==> config.mk <==
export PLATFORM = sky130hd
export DESIGN_NAME = jpeg_strip_block_reader
export DESIGN_NICKNAME = d
export VERILOG_FILES = /design/src/rtl/jpeg_strip_block_reader.sv
export SDC_FILE = /design/constraint.sdc
export NUM_CORES = 1
export LEC_CHECK = 0
export BUFFER_PORTS_ARGS = -buffer_cell sky130_fd_sc_hd__buf_2
export CAP_MARGIN = 5
export CORE_UTILIZATION = 50
export DETAILED_ROUTE_END_ITERATION = 8
export MAX_ROUTING_LAYER = met4
export PLACE_DENSITY = 0.79
export RECOVER_POWER = 50
export SLEW_MARGIN = 20
export SYNTH_ARGS = -nofsm -noshare
export SYNTH_HDL_FRONTEND = slang
export SYNTH_SLANG_ARGS = --single-unit
==> constraint.sdc <==
create_clock -name clk_i -period 9.98 [get_ports clk_i]
set_clock_uncertainty 0.2 [all_clocks]
set_input_delay 0.499 -clock clk_i [delete_from_list [all_inputs] [get_ports clk_i]]
set_output_delay 0.499 -clock clk_i [all_outputs]
set_load 0.03 [all_outputs]
==> src/rtl/jpeg_strip_block_reader.sv <==
// Strip line-buffer read controller: walks 8 lines in 8x8-block order and
// streams one 64-bit block row per beat through a small tagged output FIFO.
module jpeg_strip_block_reader #(
  parameter int MAX_HWORDS = 180,
  parameter int FIFO_DEPTH = 3
) (
  input  logic        clk_i,
  input  logic        rst_i,
  input  logic        start_i,
  input  logic [7:0]  hwords_i,
  output logic        busy_o,
  output logic        done_o,
  output logic        rd_en_o,
  output logic [10:0] rd_addr_o,
  input  logic [63:0] rd_data_i,
  output logic [63:0] data_o,
  output logic [2:0]  row_o,
  output logic [7:0]  blk_o,
  output logic        last_o,
  output logic        valid_o,
  input  logic        ready_i
);

  localparam int PW = $clog2(FIFO_DEPTH);
  localparam int CW = $clog2(FIFO_DEPTH + 1);
  localparam logic [PW-1:0] PLAST = PW'(FIFO_DEPTH - 1);
  localparam logic [CW-1:0] DEPTH = CW'(FIFO_DEPTH);
  localparam logic [7:0] MAXH = 8'(MAX_HWORDS);

  localparam logic [1:0] S_IDLE  = 2'd0;
  localparam logic [1:0] S_READ  = 2'd1;
  localparam logic [1:0] S_DRAIN = 2'd2;
  localparam logic [1:0] S_DONE  = 2'd3;

  logic [1:0]  state_q, state_d;
  logic [7:0]  h_q, h_d;
  logic [7:0]  blk_q, blk_d;
  logic [2:0]  row_q, row_d;
  logic [10:0] base_q, base_d;
  logic        infl_q;
  logic [2:0]  trow_q;
  logic [7:0]  tblk_q;
  logic        tlast_q;

  logic [63:0] fdata_q [FIFO_DEPTH];
  logic [2:0]  frow_q  [FIFO_DEPTH];
  logic [7:0]  fblk_q  [FIFO_DEPTH];
  logic        flast_q [FIFO_DEPTH];
  logic [PW-1:0] wptr_q, rptr_q;
  logic [CW-1:0] count_q, count_d;

  logic [7:0]    hclamp;
  logic [CW-1:0] occ;
  logic          issue, is_last, valid, pop, push;

  assign hclamp  = (hwords_i > MAXH) ? MAXH : hwords_i;
  assign occ     = count_q + CW'(infl_q);
  assign issue   = (state_q == S_READ) && (occ < DEPTH);
  assign is_last = (row_q == 3'd7) && (blk_q == h_q - 8'd1);
  assign valid   = (count_q != '0);
  assign pop     = valid & ready_i;
  assign push    = infl_q;

  assign busy_o    = (state_q != S_IDLE);
  assign done_o    = (state_q == S_DONE);
  assign rd_en_o   = issue;
  assign rd_addr_o = base_q + {3'b000, blk_q};
  assign valid_o   = valid;
  assign data_o    = valid ? fdata_q[rptr_q] : '0;
  assign row_o     = valid ? frow_q[rptr_q] : '0;
  assign blk_o     = valid ? fblk_q[rptr_q] : '0;
  assign last_o    = valid ? flast_q[rptr_q] : 1'b0;

  function automatic logic [PW-1:0] inc(input logic [PW-1:0] p);
    return (p == PLAST) ? '0 : p + PW'(1);
  endfunction

  always_comb begin
    state_d = state_q;
    h_d     = h_q;
    blk_d   = blk_q;
    row_d   = row_q;
    base_d  = base_q;
    unique case (state_q)
      S_IDLE: begin
        if (start_i) begin
          h_d     = hclamp;
          blk_d   = '0;
          row_d   = '0;
          base_d  = '0;
          state_d = (hclamp == 8'd0) ? S_DONE : S_READ;
        end
      end
      S_READ: begin
        if (issue) begin
          if (row_q == 3'd7) begin
            row_d  = '0;
            base_d = '0;
            blk_d  = blk_q + 8'd1;
          end else begin
            row_d  = row_q + 3'd1;
            base_d = base_q + {3'b000, h_q};
          end
          if (is_last) state_d = S_DRAIN;
        end
      end
      S_DRAIN: begin
        // Leave as the last beat pops so done lands one cycle after it.
        if (!infl_q &&
            ((count_q == '0) || ((count_q == CW'(1)) && pop)))
          state_d = S_DONE;
      end
      default: state_d = S_IDLE;
    endcase
  end

  always_comb begin
    count_d = count_q;
    if (push && !pop)      count_d = count_q + CW'(1);
    else if (!push && pop) count_d = count_q - CW'(1);
  end

  always_ff @(posedge clk_i) begin
    if (rst_i) begin
      state_q <= S_IDLE;
      h_q     <= '0;
      blk_q   <= '0;
      row_q   <= '0;
      base_q  <= '0;
      infl_q  <= 1'b0;
      trow_q  <= '0;
      tblk_q  <= '0;
      tlast_q <= 1'b0;
      wptr_q  <= '0;
      rptr_q  <= '0;
      count_q <= '0;
    end else begin
      state_q <= state_d;
      h_q     <= h_d;
      blk_q   <= blk_d;
      row_q   <= row_d;
      base_q  <= base_d;
      infl_q  <= issue;
      if (issue) begin
        trow_q  <= row_q;
        tblk_q  <= blk_q;
        tlast_q <= is_last;
      end
      if (push) wptr_q <= inc(wptr_q);
      if (pop)  rptr_q <= inc(rptr_q);
      count_q <= count_d;
    end
  end

  always_ff @(posedge clk_i) begin
    if (push) begin
      fdata_q[wptr_q] <= rd_data_i;
      frow_q[wptr_q]  <= trow_q;
      fblk_q[wptr_q]  <= tblk_q;
      flast_q[wptr_q] <= tlast_q;
    end
  end

endmodule

==> run metrics <==
Die Ht 156.1 um; clock sink total around 280; Skew-Pair Late Insertion Delay 0.53 ns; initial antenna violation count 1; most frequent cells in the layout edfxtp_1, nor2_1, a21oi_1, buf_2, mux2i_1; Slew Limit Fails 113; ys flop type edfxtp_1; drt initial violations 539; CP peak stage delay 3.26 ns; Fin. Hold Viols 0; grt total ovfl 0; worst path bufs/invs 1; cells along the critical path nand2_1 -> nor2_4 -> clkbuf_1; Slew headroom -2.113; Total GRT Usage 0.2107; final net count 1290; Num CTS Buffers 28; async set-reset flop share out of synthesis 0; yosys warns 0; Max Clock Freq about 0.21 GHz; wirelength, routed about 25000 um; Syn Inst Count ~960; final setup vio count 0; share of the synthesized area in the top cell type 0.5768; Post-synth EDFFs 228; most common cell after layout, fill and taps aside edfxtp_1; Rows 56; #FFs+latches synth around 280; layout cells sized above 1 0.1369; post-synthesis net count 1069; Die ar. 0.02436 mm2; Hold Path Class input port to flip-flop; Layout area overhead 22.53%; status finished, violations left; PD cells ~260 mW/mm2; final instance area around 0.015 mm2; clk buf depth 3; CTS H-tree depth 1; Slowest-stage cell, CP clkbuf_1; DR vias approximately 8000; DRT antenna net count 0; Ports 167; Placer Congestion 0.7880; input/output buffers 166; failing checks capacitance limit, slew limit; top cells by area, synth edfxtp_1, dfxtp_1, mux2i_1, nor2_1, a21oi_1; initial core utilization 0.5072; DR WL/cell 16.45 um; Netlist cell types between 50 and 60; first-pass GRT wire length about 40000 um; post-CTS sizing 0; register area share after synthesis 0.6662; core area ~0.023 mm2; CP Capture Type flip-flop; Hold Slack between 0.05 and 0.06 ns; clk root buf clkbuf_16; RSZ-0062 raised after global routing false; Post-Syn Area about 0.012 mm2; TritonRoute pass-1 iters 5; Setup Fix Bufs, Post-CTS 0; area leader, netlist edfxtp_1; TritonCTS clock tree built; Crit Path Category flip-flop to flip-flop; delay-heaviest family, CP buffers and inverters; critical path arrival ~4.5 ns; worst reg-to-reg setup slack about 5.3 ns; Overall Power between 3000 and 4000 uW; clock-pin slew on the worst setup and hold paths 0.06 ns; DR DRC count 0; Peak VDD IR approximately 0.00016 V; vias in the first global route 8026; Die W 156.1 um; MaxCap Viol Count 2; Leakage approximately 0.0054 uW; Via density about 5.3; min cycle time layout around 4.7 ns; worst endpoint required time between 9 and 10 ns; post-DP HPWL about 15000 um; worst slew pin tran 4.669 ns; syn avg cell area 12.33 um2; Tcrit/Tclk final 0.4677; Placed Instance Area 0.01299 mm2; largest net degree at the start of global routing 97; post-route setup TNS 0 ns; CP max FO 76; Critical Path Start Type flip-flop
==> logic make-up after synthesis <==
kind of cell,count (synthesis),synth area share
and+or+nand+nor,303,0.1066
DFF,281,0.6662
AOI/OAI and AO/OA,166,0.07916
muxes,82,0.06915
buffers and inverters,70,0.02319
xor gates and xnor gates,31,0.02287
adders and majority gates,30,0.03289
==> power breakdown <==
| part | leakage [uW] | total, uW | internal, uW | switching (uW) |
|---|---|---|---|---|
| sequential | 0.00250 | 1420 | 1360 | 62.9 |
| clock | 0.000484 | 1100 | 671 | 428 |
| combinational | 0.00240 | 1240 | 370 | 870 |
| total | 0.00539 | 3760 | 2400 | 1360 |
==> state kept, by name (all words and copies together), names as in the netlist, named ones only <==
register	flops
trow_q	3
fdata_q	192
base_q	11
flast_q	3
state_q	2
tlast_q	1
frow_q	9
infl_q	1
wptr_q	2
rptr_q	2
blk_q	8
count_q	2
row_q	3
tblk_q	8
fblk_q	24
h_q	8
==> synthesized netlist by cell type, drive strengths merged, types with 8 or more instances <==
| library cell | count |
|---|---|
| inv | 24 |
| nor2 | 208 |
| nand3 | 8 |
| nor3 | 10 |
| o21ai | 13 |
| dfxtp | 53 |
| clkbuf | 36 |
| ha | 28 |
| buf | 10 |
| edfxtp | 228 |
| mux2i | 82 |
| nand2 | 46 |
| a21oi | 123 |
| xor2 | 15 |
| xnor2 | 16 |
==> timing repair <==
item | 4_1_cts | 5_1_grt
setup endpoints to repair | 0 | 0
endpoints found under the hold margin | 189 | 0
hold buffers | 64 | 0
==> final timing paths <==
check / start / endpoint / depth (start not counted)
worst max-delay path: infl_q$_SDFF_PP0_ / fdata_q[2][51]$_DFFE_PP_ / 3
worst max register to register: infl_q$_SDFF_PP0_ / fdata_q[2][51]$_DFFE_PP_ / 3
worst min-delay path: hwords_i[0] / h_q[0]$_SDFFE_PP0P_ / 3
worst min register to register: tlast_q$_SDFFE_PP0P_ / flast_q[1]$_DFFE_PP_ / 0
==> tightest hold or removal path: stages <==
cell and delay, ns:
buf_2 0.10, a22oi_1 0.06, nor2_1 0.07
==> through the flow <==
step,worst slack [ns],instances,util
final,5.312,1525,0.6215
after floorplan,3.464,963,-
after detailed placement,6.906,1408,0.5551
after global routing,4.912,1525,0.6215
after global placement,6.943,1408,0.5551
after CTS,6.327,1523,0.6246
==> final cells by class <==
type                    instances  area [um2]
well taps                     319       399.1
flip-flops and latches        281        7915
multi-input cells             612        3702
fillers                      1803        8859
diodes                          1       2.502
clock inverters                16       185.2
inverters                      24       90.09
clock buffers                  35       800.8
repair buffers                237        1449
==> per-layer routing <==
layer | vias up | GRT usage | part of all wire
li1 | 3909 | - | -
met1 | 3864 | 0.2489 | 0.42
met2 | 227 | 0.3782 | 0.50
met3 | 31 | 0.03417 | 0.060
met4 | 0 | 0.04435 | 0.013
met5 | - | - | 0
(Power assumes the default switching activity.)
